## config.mk

```make
export PLATFORM = sky130hd
export DESIGN_NAME = ro_measure_ctrl
export DESIGN_NICKNAME = d
export VERILOG_FILES = /design/src/rtl/ro_measure_ctrl.sv
export SDC_FILE = /design/constraint.sdc
export NUM_CORES = 1
export LEC_CHECK = 0
export BUFFER_PORTS_ARGS = -buffer_cell sky130_fd_sc_hd__buf_2
export CAP_MARGIN = 20
export CORE_AREA = 2 2 79 81
export DETAILED_ROUTE_END_ITERATION = 6
export DIE_AREA = 0 0 81 83
export GPL_ROUTABILITY_DRIVEN = 0
export PLACE_DENSITY = 0.77
export SKIP_CTS_REPAIR_TIMING = 1
export SLEW_MARGIN = 20
export SYNTH_ARGS = -nofsm -noshare
export SYNTH_HDL_FRONTEND = slang
export SYNTH_SLANG_ARGS = --single-unit
```

## constraint.sdc

```tcl
create_clock -name clk -period 3.15 [get_ports clk]
set_clock_uncertainty 0.1 [all_clocks]
set_input_delay 0.1575 -clock clk [delete_from_list [all_inputs] [get_ports clk]]
set_output_delay 0.1575 -clock clk [all_outputs]
set_load 0.1 [all_outputs]
```

## src/rtl/ro_measure_ctrl.sv

```systemverilog
// rtl/ro_measure_ctrl.sv - ring-oscillator edge-count measurement controller
// Optional continuous re-measurement: define RO_CONT_MEAS_EN.
module ro_measure_ctrl #(
  parameter int CNT_W      = 12,
  parameter int SETTLE_CYC = 16
) (
  input  logic             clk,
  input  logic             rst_n,
  input  logic             start,
  input  logic             abort,
  input  logic [1:0]       gate_sel,
  input  logic             ro_in,
  output logic             ro_en,
  output logic             busy,
  output logic             done,
  output logic [CNT_W-1:0] count,
  output logic             overflow
);
  // Wide enough for the 16384-cycle window and any SETTLE_CYC up to 65536.
  localparam int TMR_W = 16;

  typedef enum logic [1:0] {
    S_IDLE,
    S_SETTLE,
    S_MEASURE,
    S_DONE
  } state_t;

  state_t             state, state_d;
  logic [TMR_W-1:0]   timer, timer_d, win_last;
  logic [1:0]         gsel_q;
  logic               sync1, sync2, prev, rise;
  logic [CNT_W-1:0]   acc, acc_d;
  logic               sat, sat_d;
  logic               ro_en_d, busy_d, done_d;

  assign rise     = sync2 & ~prev;
  assign win_last = (TMR_W'(256) << {gsel_q, 1'b0}) - TMR_W'(1);

  always_comb begin
    state_d = state;
    timer_d = timer + TMR_W'(1);
    acc_d   = acc;
    sat_d   = sat;

    case (state)
      S_IDLE: begin
        if (start) state_d = S_SETTLE;
      end
      S_SETTLE: begin
        if (timer == TMR_W'(SETTLE_CYC - 1)) state_d = S_MEASURE;
      end
      S_MEASURE: begin
        // The final window cycle still counts; its increment reaches count via acc_d.
        if (rise) begin
          if (&acc) sat_d = 1'b1;
          else      acc_d = acc + CNT_W'(1);
        end
        if (timer == win_last) state_d = S_DONE;
      end
      S_DONE: begin
`ifdef RO_CONT_MEAS_EN
        state_d = S_MEASURE;
`else
        state_d = S_IDLE;
`endif
      end
      default: state_d = S_IDLE;
    endcase

    if (abort) state_d = S_IDLE;

    if (state_d != state || state == S_IDLE) timer_d = '0;

    if (state_d == S_MEASURE && state != S_MEASURE) begin
      acc_d = '0;
      sat_d = 1'b0;
    end

    busy_d = (state_d != S_IDLE);
    done_d = (state_d == S_DONE);
`ifdef RO_CONT_MEAS_EN
    ro_en_d = busy_d;
`else
    ro_en_d = (state_d == S_SETTLE) || (state_d == S_MEASURE);
`endif
  end

  always_ff @(posedge clk or negedge rst_n) begin
    if (!rst_n) begin
      state <= S_IDLE;
      timer <= '0;
    end else begin
      state <= state_d;
      timer <= timer_d;
    end
  end

  always_ff @(posedge clk or negedge rst_n) begin
    if (!rst_n) begin
      sync1    <= 1'b0;
      sync2    <= 1'b0;
      prev     <= 1'b0;
      acc      <= '0;
      sat      <= 1'b0;
      gsel_q   <= '0;
      ro_en    <= 1'b0;
      busy     <= 1'b0;
      done     <= 1'b0;
      count    <= '0;
      overflow <= 1'b0;
    end else begin
      sync1 <= ro_in;
      sync2 <= sync1;
      prev  <= sync2;
      acc   <= acc_d;
      sat   <= sat_d;
      if (state == S_IDLE && state_d == S_SETTLE) gsel_q <= gate_sel;
      ro_en <= ro_en_d;
      busy  <= busy_d;
      done  <= done_d;
      if (done_d) begin
        count    <= acc_d;
        overflow <= sat_d;
      end
    end
  end

endmodule

```

==> metrics.md, run 1 <==
| Metric | Value |
|---|---|
| Status | `finished clean` |
| Worst setup path start | `gsel_q[0]` |
| Max Transition Viols Final | `0` |
| Wire length of the first global-routing pass | `10,100 um` |
| Critical Path End | `count[4]` |
| Number of warning messages in the yosys log | `0` |
| Area taken by flip-flops and latches | `0.00130 mm^2` |
| Area share of and/or/nand/nor cells after synthesis | `28.8%` |
| Fraction of the cycle the final worst path needs | `97.1%` |
| Worst Tran Pin Value | `557 ps` |
| DR vias/cell | `5.79` |
| Register bit total from synthesis | `52` |
| Leakage power | `1.34 nW` |
| Register-to-Register Path Depth | `11` |
| Count of vias placed by the detailed router | `2,240` |
| Largest net degree at the start of global routing | `29` |
| Core ar. | `0.00582 mm^2` |
| Worst flop-to-flop path startpoint | `gsel_q[0]` |
| Clk sink count | `52` |
| Most used standard cell by instance count after synthesis | `sky130_fd_sc_hd__dfrtp_1` |
| Compound-Gate Fraction of Synth Area | `11.4%` |
| Layout cell share with drive strength beyond 1 | `24.0%` |
| Top-Level Pins | `23` |
| Top post-synthesis cells by area | `sky130_fd_sc_hd__dfrtp_1, sky130_fd_sc_hd__xnor2_1, sky130_fd_sc_hd__ha_1` |
| Clock H-tree levels | `2` |
| Layout overhead on the synthesized area | `13.2%` |
| Fraction of synthesized area in multiplexers | `1.48%` |
| Worst-case vdd ir drop | `0.000239 V` |
| Relative slew slack | `62.8%` |
| Number of maximum-capacitance violations | `0` |
| Total wire length | `5950 um` |
| Worst hold path depth | `2` |
| Worst setup SP type | `flop` |
| Fraction of synthesized cell area in xor and xnor cells | `4.27%` |
| Power Density | `364 mW/mm^2` |
| WP data required | `3300 ps` |
| Area share of the largest cell type after synthesis | `45.3%` |
| Dominant combinational cell family by area after synthesis | `simple AND/OR/NAND/NOR gates` |
| Number of buffer cells added on primary ports | `22` |
| Number of fillers in the final layout | `538` |
| Inserted Clock Buffers | `5` |
| Combined global-route utilization of all metal layers | `18.7%` |
| Hold Crit Class | `in -> reg` |
| Vert. Die Dim | `83 um` |
| 1st-pass router iterations | `4` |
| Final std cell area, no fill | `0.00325 mm^2` |
| Cell area after synthesis | `0.00287 mm^2` |
| Total gr overflow | `0` |
| Hold Fails Final Rpt | `0` |
| Share of async-settable or async-resettable flops after synthesis | `100%` |
| Starting density of the core | `49.4%` |
| Routed len/inst | `15.4 um` |
| Fmax achieved | `327 MHz` |
| Die area | `0.00672 mm^2` |
| Reg clk slew, reported paths | `100 ps` |
| Die width | `81 um` |
| Synth cell types | `57` |
| Area of the multi-input gates | `0.00144 mm^2` |
| Gate count of the mapped netlist | `278` |
| CTS root buffer | `sky130_fd_sc_hd__clkbuf_8` |
| Post-synth EDFFs | `0` |
| Endpoint type of the worst setup path | `flop` |
| Number of diodes | `0` |
| Estimated wirelength of the detail-placed design | `4180 um` |
| CTS tree | `yes` |
| Clock period minus worst slack | `3060 ps` |
| Finish-stage setup viols | `0` |
| Highest cell delay on the worst timing path | `500 ps` |
| Clock latency at the later pin of the worst-skew pair | `310 ps` |
| R2r setup slk | `90 ps` |
| Initial antenna violation count | `0` |
| Cell at the slowest stage of the critical path | `sky130_fd_sc_hd__or4_4` |
| Data arrival at the endpoint of the critical path | `3210 ps` |
| Number of remaining DRC errors | `0` |
| Unrepaired setup endpoints after global routing | `true` |
| CP cell instances | `nor2_2 > inv_1 > ha_1 > xnor2_1 > or4_4 > a211oi_4 > or2_4 > ha_2 > a21bo_4 > or4_1 > nand3_1` |
| Post-route ant nets | `0` |
| DRC marker count from the first detailed-route iteration | `88` |
| Average instance area after synthesis | `10.3 um^2` |
| Total cell area at the placement stage | `0.00306 mm^2` |
| Adder-Cell Fraction of Synth Area | `3.05%` |
| Highest fanout seen on the critical path | `4` |
| Clock Path Buffers | `2` |
| Most instantiated cells after synthesis | `sky130_fd_sc_hd__dfrtp_1, sky130_fd_sc_hd__nor2_1, sky130_fd_sc_hd__nand2_1, sky130_fd_sc_hd__nand3_1, sky130_fd_sc_hd__nand2b_1` |
| Final Util | `55.9%` |
| Reg-to-Reg End | `count[4]` |
| Net count of the finished layout | `325` |
| Syn nets | `292` |
| Number of core rows | `28` |
| Vias in the first global route | `2,129` |
| Most used DFF post-synth | `sky130_fd_sc_hd__dfrtp_1` |
| Critical path class | `reg -> reg` |
| Register area share after synthesis | `45.3%` |
| Cell taking the most area after synthesis | `sky130_fd_sc_hd__dfrtp_1` |
[worst max-delay path, delay by kind of cell, from the launching register on]
family	cells	cell delay (ps)
DFF	1	450
adders and majority gates	2	480
and+or+nand+nor	5	1320
buffers and inverters	1	50
AOI/OAI and AO/OA	2	470
xor gates and xnor gates	1	120
[sequential cells by signal, summed over array words and instances (netlist names), 2 cells and up]
signal	cells
timer	16
acc	12
count	12
gsel_q	2
state	2
[layout by cell type (no fill, tap or decap), types with 3 or more instances in the layout]
cell type	Yosys	layout
sky130_fd_sc_hd__a21oi_1	10	10
sky130_fd_sc_hd__a31oi_1	3	3
sky130_fd_sc_hd__and2_1	3	3
sky130_fd_sc_hd__and4_1	4	4
sky130_fd_sc_hd__buf_2	2	22
sky130_fd_sc_hd__buf_4	1	14
sky130_fd_sc_hd__clkbuf_8	1	5
sky130_fd_sc_hd__dfrtp_1	52	51
sky130_fd_sc_hd__dlygate4sd3_1	0	4
sky130_fd_sc_hd__ha_1	7	5
sky130_fd_sc_hd__inv_1	12	12
sky130_fd_sc_hd__nand2_1	14	14
sky130_fd_sc_hd__nand2b_1	13	13
sky130_fd_sc_hd__nand3_1	14	14
sky130_fd_sc_hd__nand4_1	7	7
sky130_fd_sc_hd__nor2_1	15	13
sky130_fd_sc_hd__nor3_1	9	9
sky130_fd_sc_hd__nor3_2	8	8
sky130_fd_sc_hd__nor4_1	10	9
sky130_fd_sc_hd__o2111ai_1	8	8
sky130_fd_sc_hd__o21ai_0	10	10
sky130_fd_sc_hd__o22ai_1	3	3
sky130_fd_sc_hd__o32ai_1	3	3
sky130_fd_sc_hd__or3_1	6	6
sky130_fd_sc_hd__or4_1	6	6
sky130_fd_sc_hd__xnor2_1	11	11
sky130_fd_sc_hd__xor2_1	3	3
[per-layer routing]
metal | global-route usage, % | vias up | part of all wire (%) | routed length, um
met3 | 3.80 | 5 | 3.1 | 187
met2 | 31.0 | 42 | 52 | 3120
met1 | 25.1 | 1102 | 44 | 2600
met4 | 4.47 | 0 | 0.72 | 43
met5 | 0 | - | 0 | 0
li1 | - | 1091 | - | -
[stage by stage]
stage | setup slack [ps] | power [W] | cells | TNS [ps] | hold WS, ps
2_1_floorplan | 4.43 | 0.000754 | 278 | 0 | -238
3_3_place_gp | 113 | 0.000783 | 372 | 0 | 70.5
3_5_place_dp | -5.54 | 0.000786 | 372 | -5.54 | 76.7
4_1_cts | -29.4 | 0.00118 | 380 | -48.2 | -269
5_1_grt | -12.5 | 0.00123 | 387 | -29.8 | 58.0
6_report | 91.3 | 0.00118 | 387 | 0 | 32.0
[cells by family after synthesis]
| group | Yosys count |
|---|---|
| buf+inv | 27 |
| compound gates | 46 |
| fa+ha+maj | 7 |
| simple gates | 128 |
| mux | 4 |
| flops | 52 |
| xor+xnor | 14 |
[report_power, final]
group          internal [W]  switching [W]  total (W)
Clock              0.000160       0.000234   0.000394
Sequential         0.000678      0.0000101   0.000688
Combinational     0.0000416      0.0000579  0.0000996
[layout make-up]
cell class / count / area share [%]
inverter: 12 / 1.39
sequential: 52 / 40.1
clock inverter: 3 / 0.693
timing repair buffer: 41 / 8.47
tap: 75 / 2.89
clock buffer: 5 / 2.12
multi-input combinational: 199 / 44.3
[how the worst min path moves through the flow]
stage,from,to
floorplan,rst_n,acc[0]
global placement,rst_n,timer[11]
detailed placement,rst_n,timer[10]
CTS,rst_n,acc[7]
global route,abort,state[1]
finish,abort,state[1]
Note: power is estimated with default switching activity, not from simulation.
==> run 2, diff against run 1 <==
Settings changed: ABC_AREA set to 1, CORE_AREA 2 2 79 81 to 2 2 78 80, DIE_AREA 0 0 81 83 to 0 0 80 82, PLACE_DENSITY 0.77 to 0.76.
==> run 2 against run 1 <==
Final cell count increased by 8.5%. Flip-flop and latch count stayed put. Via count fell by 8.8%. Largest power group unchanged. Wire length decreased by 14%. Critical path depth increased by 2. Power grew 2.1%. Register-to-register slack improved by 360 ps. Sequential power up 2%. Fmax up 13%. The flow now finishes with violations (hold timing).
==> metrics.md, run 2 <==
| Metric | Value |
|---|---|
| Status | `finished, violations left` |
| Failing checks | `hold timing` |
| Wire length of the first global-routing pass | `8820 um (-13%)` |
| Combinational cell fraction of total power | `10.1% (+1.7 points)` |
| Net Switching | `0.000331 W (+9.5%)` |
| Number of core rows | `28 (unchanged)` |
| Die area | `0.00656 mm^2 (-2.4%)` |
| Grt met3 use | `3.08% (-0.73 points)` |
| Syn nets | `332 (+14%)` |
| Hold Fails Final Rpt | `1 (+1)` |
| Die width | `80 um (-1.2%)` |
| Core ar. | `0.00575 mm^2 (-1.2%)` |
| Clock latency at the later pin of the worst-skew pair | `310 ps (about the same)` |
| Routed len/inst | `12.2 um (-21%)` |
| Reg-to-Reg End | `count[1]` |
| Number of remaining DRC errors | `0 (unchanged)` |
| Fmax achieved | `371 MHz (+13%)` |
| Cell taking the most area after synthesis | `sky130_fd_sc_hd__dfrtp_1` |
| Share of async-settable or async-resettable flops after synthesis | `100% (unchanged)` |
| Max Transition Viols Final | `0 (unchanged)` |
| CTS tree | `yes` |
| Most instantiated cells after synthesis | `sky130_fd_sc_hd__nand2_1, sky130_fd_sc_hd__dfrtp_1, sky130_fd_sc_hd__inv_1` |
| Estimated wirelength of the detail-placed design | `3690 um (-12%)` |
| Relative contribution of sequential cells to total power | `58.0% (-0.2 points)` |
| Largest net degree at the start of global routing | `40 (+38%)` |
| Final TNS setup | `0 ps (unchanged)` |
| Most flops, register | `timer` |
| Unrepaired setup endpoints after global routing | `false` |
| Net count of the finished layout | `358 (+10%)` |
| Register bit total from synthesis | `52 (unchanged)` |
| Inserted Clock Buffers | `5 (unchanged)` |
| Synth cell types | `34 (-40%)` |
| Total gr overflow | `0 (unchanged)` |
| 1st-pass router iterations | `4 (unchanged)` |
| Number of flip-flops in the largest register | `16 (unchanged)` |
| Layout overhead on the synthesized area | `10.1%` |
| Top flop regs | `timer x16, acc x12, count x12` |
| Relative slew slack | `42.8% (-20 points)` |
| Clock period minus worst slack | `2700 ps (-364 ps)` |
| Met2 demand-to-capacity share in global routing | `25.8% (-5.2 points)` |
| Total wire length | `5130 um (-14%)` |
| Critical path class | `reg -> reg` |
| Clock Path Buffers | `2 (unchanged)` |
| Net switching fraction of the power | `27.4% (+1.9 points)` |
| Commonest non-fill, non-tap cells in the layout | `sky130_fd_sc_hd__nand2_1, sky130_fd_sc_hd__dfrtp_1, sky130_fd_sc_hd__inv_1` |
| Endpoint type of the worst setup path | `flop` |
| Most common cell after layout, fill and taps aside | `sky130_fd_sc_hd__nand2_1` |
| Met1 demand-to-capacity share in global routing | `25.2% (+0.053 points)` |
| Initial antenna violation count | `0 (unchanged)` |
| Vert. Die Dim | `82 um (-1.2%)` |
| Post-synth EDFFs | `0 (unchanged)` |
| Power Density | `398 mW/mm^2 (+9.5%)` |
| Layout cell share with drive strength beyond 1 | `18.8% (-5.2 points)` |
| Top-Level Pins | `23 (unchanged)` |
| Highest fanout seen on the critical path | `22 (+18)` |
| Number of maximum-capacitance violations | `0 (unchanged)` |
| Worst-case hold slack | `-2.90 ps (-34.9 ps)` |
| Cell area after synthesis | `0.00275 mm^2 (-4.1%)` |
| Most heavily used metal layer in global routing | `met2` |
| Worst hold path depth | `2 (unchanged)` |
| Register-to-Register Path Depth | `13 (+2)` |
| Most used standard cell by instance count after synthesis | `sky130_fd_sc_hd__nand2_1` |
| Leakage power | `1.51 nW (+12%)` |
| Clk sink count | `52 (unchanged)` |
| Worst setup SP type | `flop` |
| Register area share after synthesis | `47.3% (+2.0 points)` |
| Number of warning messages in the yosys log | `0 (unchanged)` |
| Average instance area after synthesis | `8.65 um^2 (-16%)` |
| R2r setup slk | `450 ps (+360 ps)` |
| Worst Hold Launch | `abort` |
| Cell-internal power | `0.000876 W (-0.41%)` |
| Most used DFF post-synth | `sky130_fd_sc_hd__dfrtp_1` |
| Combined global-route utilization of all metal layers | `17.2% (-1.6 points)` |
| Vias in the first global route | `1,905 (-11%)` |
| Top post-synthesis cells by area | `sky130_fd_sc_hd__dfrtp_1, sky130_fd_sc_hd__nand2_1, sky130_fd_sc_hd__inv_1` |
| Data arrival at the endpoint of the critical path | `2760 ps (-450 ps)` |
| Count of vias placed by the detailed router | `2,043 (-8.8%)` |
| DRC marker count from the first detailed-route iteration | `141 (+60%)` |
| Worst flop-to-flop path startpoint | `gsel_q[1]` |
| Area share of the largest cell type after synthesis | `47.3% (+2.0 points)` |
| Final Util | `52.7% (-3.1 points)` |
| Worst-case vdd ir drop | `0.000207 V (-13%)` |
| DR vias/cell | `4.86 (-16%)` |
| Finish-stage setup viols | `0 (unchanged)` |
| Reg clk slew, reported paths | `100 ps (about the same)` |
| WP data required | `3220 ps (-80 ps)` |
| Clock H-tree levels | `2 (unchanged)` |
| Gate count of the mapped netlist | `318 (+14%)` |
| Fraction of the cycle the final worst path needs | `85.6% (-12 points)` |
| Number of buffer cells added on primary ports | `22 (unchanged)` |
| Worst Tran Pin Value | `858 ps (+300 ps)` |
| Number of diodes | `0 (unchanged)` |
| Part of the power in the clock network | `31.9% (-1.4 points)` |
| CTS root buffer | `sky130_fd_sc_hd__clkbuf_8` |
| Post-route ant nets | `0 (unchanged)` |
| Starting density of the core | `47.9% (-1.5 points)` |
| Hold Crit Class | `in -> reg` |
| Worst hold endpoint | `state[1]` |
run 2: cell types whose count changed after synthesis, sizes merged, moves of 9 or more:
| cell | delta |
|---|---|
| inv | +35 |
| nand2 | +56 |
| nand2b | -14 |
| nand3 | +12 |
| nor2 | +34 |
| nor3 | -13 |
| nor4 | -9 |
run 2: power groups by stage:
| stage | Clock (W) | Combinational, W | Sequential, W |
|---|---|---|---|
| after floorplan | 0 | 0.0000627 | 0.000739 |
| after global placement | 0 | 0.000119 | 0.000711 |
| after detailed placement | 0 | 0.000122 | 0.000713 |
| after CTS | 0.000399 | 0.000122 | 0.000699 |
| after global routing | 0.000425 | 0.000137 | 0.000703 |
| final | 0.000385 | 0.000122 | 0.000700 |
run 2: cells by family after synthesis:
logic type      Yosys count  share of synthesized area [%]
simple gates            165                           31.2
buf+inv                  54                           8.23
flops                    52                           47.3
compound gates           24                           5.05
xor+xnor                 16                           5.09
fa+ha+maj                 7                           3.18
run 2: metal layers:
metal | vias up | share of wire, %
li1 | 1053 | -
met1 | 940 | 49
met2 | 42 | 45
met3 | 8 | 3.9
met4 | 0 | 1.5
met5 | - | 0
run 2: how the worst max path moves through the flow:
stage,startpoint,end,slack (ps),cells past startpoint
6_report,gsel_q[1],count[1],450,13
2_1_floorplan,gsel_q[1],count[7],890,15
3_3_place_gp,gsel_q[1],count[4],600,13
5_1_grt,gsel_q[1],count[1],230,13
3_5_place_dp,gsel_q[1],count[1],480,13
4_1_cts,gsel_q[1],count[1],460,13
run 2: critical path, cell delays in order (launching register included):
cell and delay (ps):
sky130_fd_sc_hd__dfrtp_1 420, sky130_fd_sc_hd__inv_1 110, sky130_fd_sc_hd__nand2_1 80, sky130_fd_sc_hd__ha_1 300
sky130_fd_sc_hd__xor2_1 140, sky130_fd_sc_hd__nand2_1 60, sky130_fd_sc_hd__nor2_1 40, sky130_fd_sc_hd__nand2_1 70
sky130_fd_sc_hd__nand2_2 70, sky130_fd_sc_hd__nand2_2 100, sky130_fd_sc_hd__inv_1 80, sky130_fd_sc_hd__ha_1 280
sky130_fd_sc_hd__inv_1 500, sky130_fd_sc_hd__o21ai_0 200
run 2: cell type report:
type	count	area [um^2]
timing repair buffer	26	145
clock inverter	3	21.3
tap	75	93.8
clock buffer	5	68.8
multi-input combinational	212	1220
inverter	47	176
sequential	52	1300
fill	536	2720
run 2: metrics by stage:
step	cell area [um^2]	total power, W	worst slack (ps)	std cells
detailed placement	2920	0.000835	479	410
CTS	3010	0.00122	462	418
global route	3030	0.00126	228	420
finish	3030	0.00121	455	420
global placement	2920	0.000831	596	410
floorplan	2750	0.000801	894	318
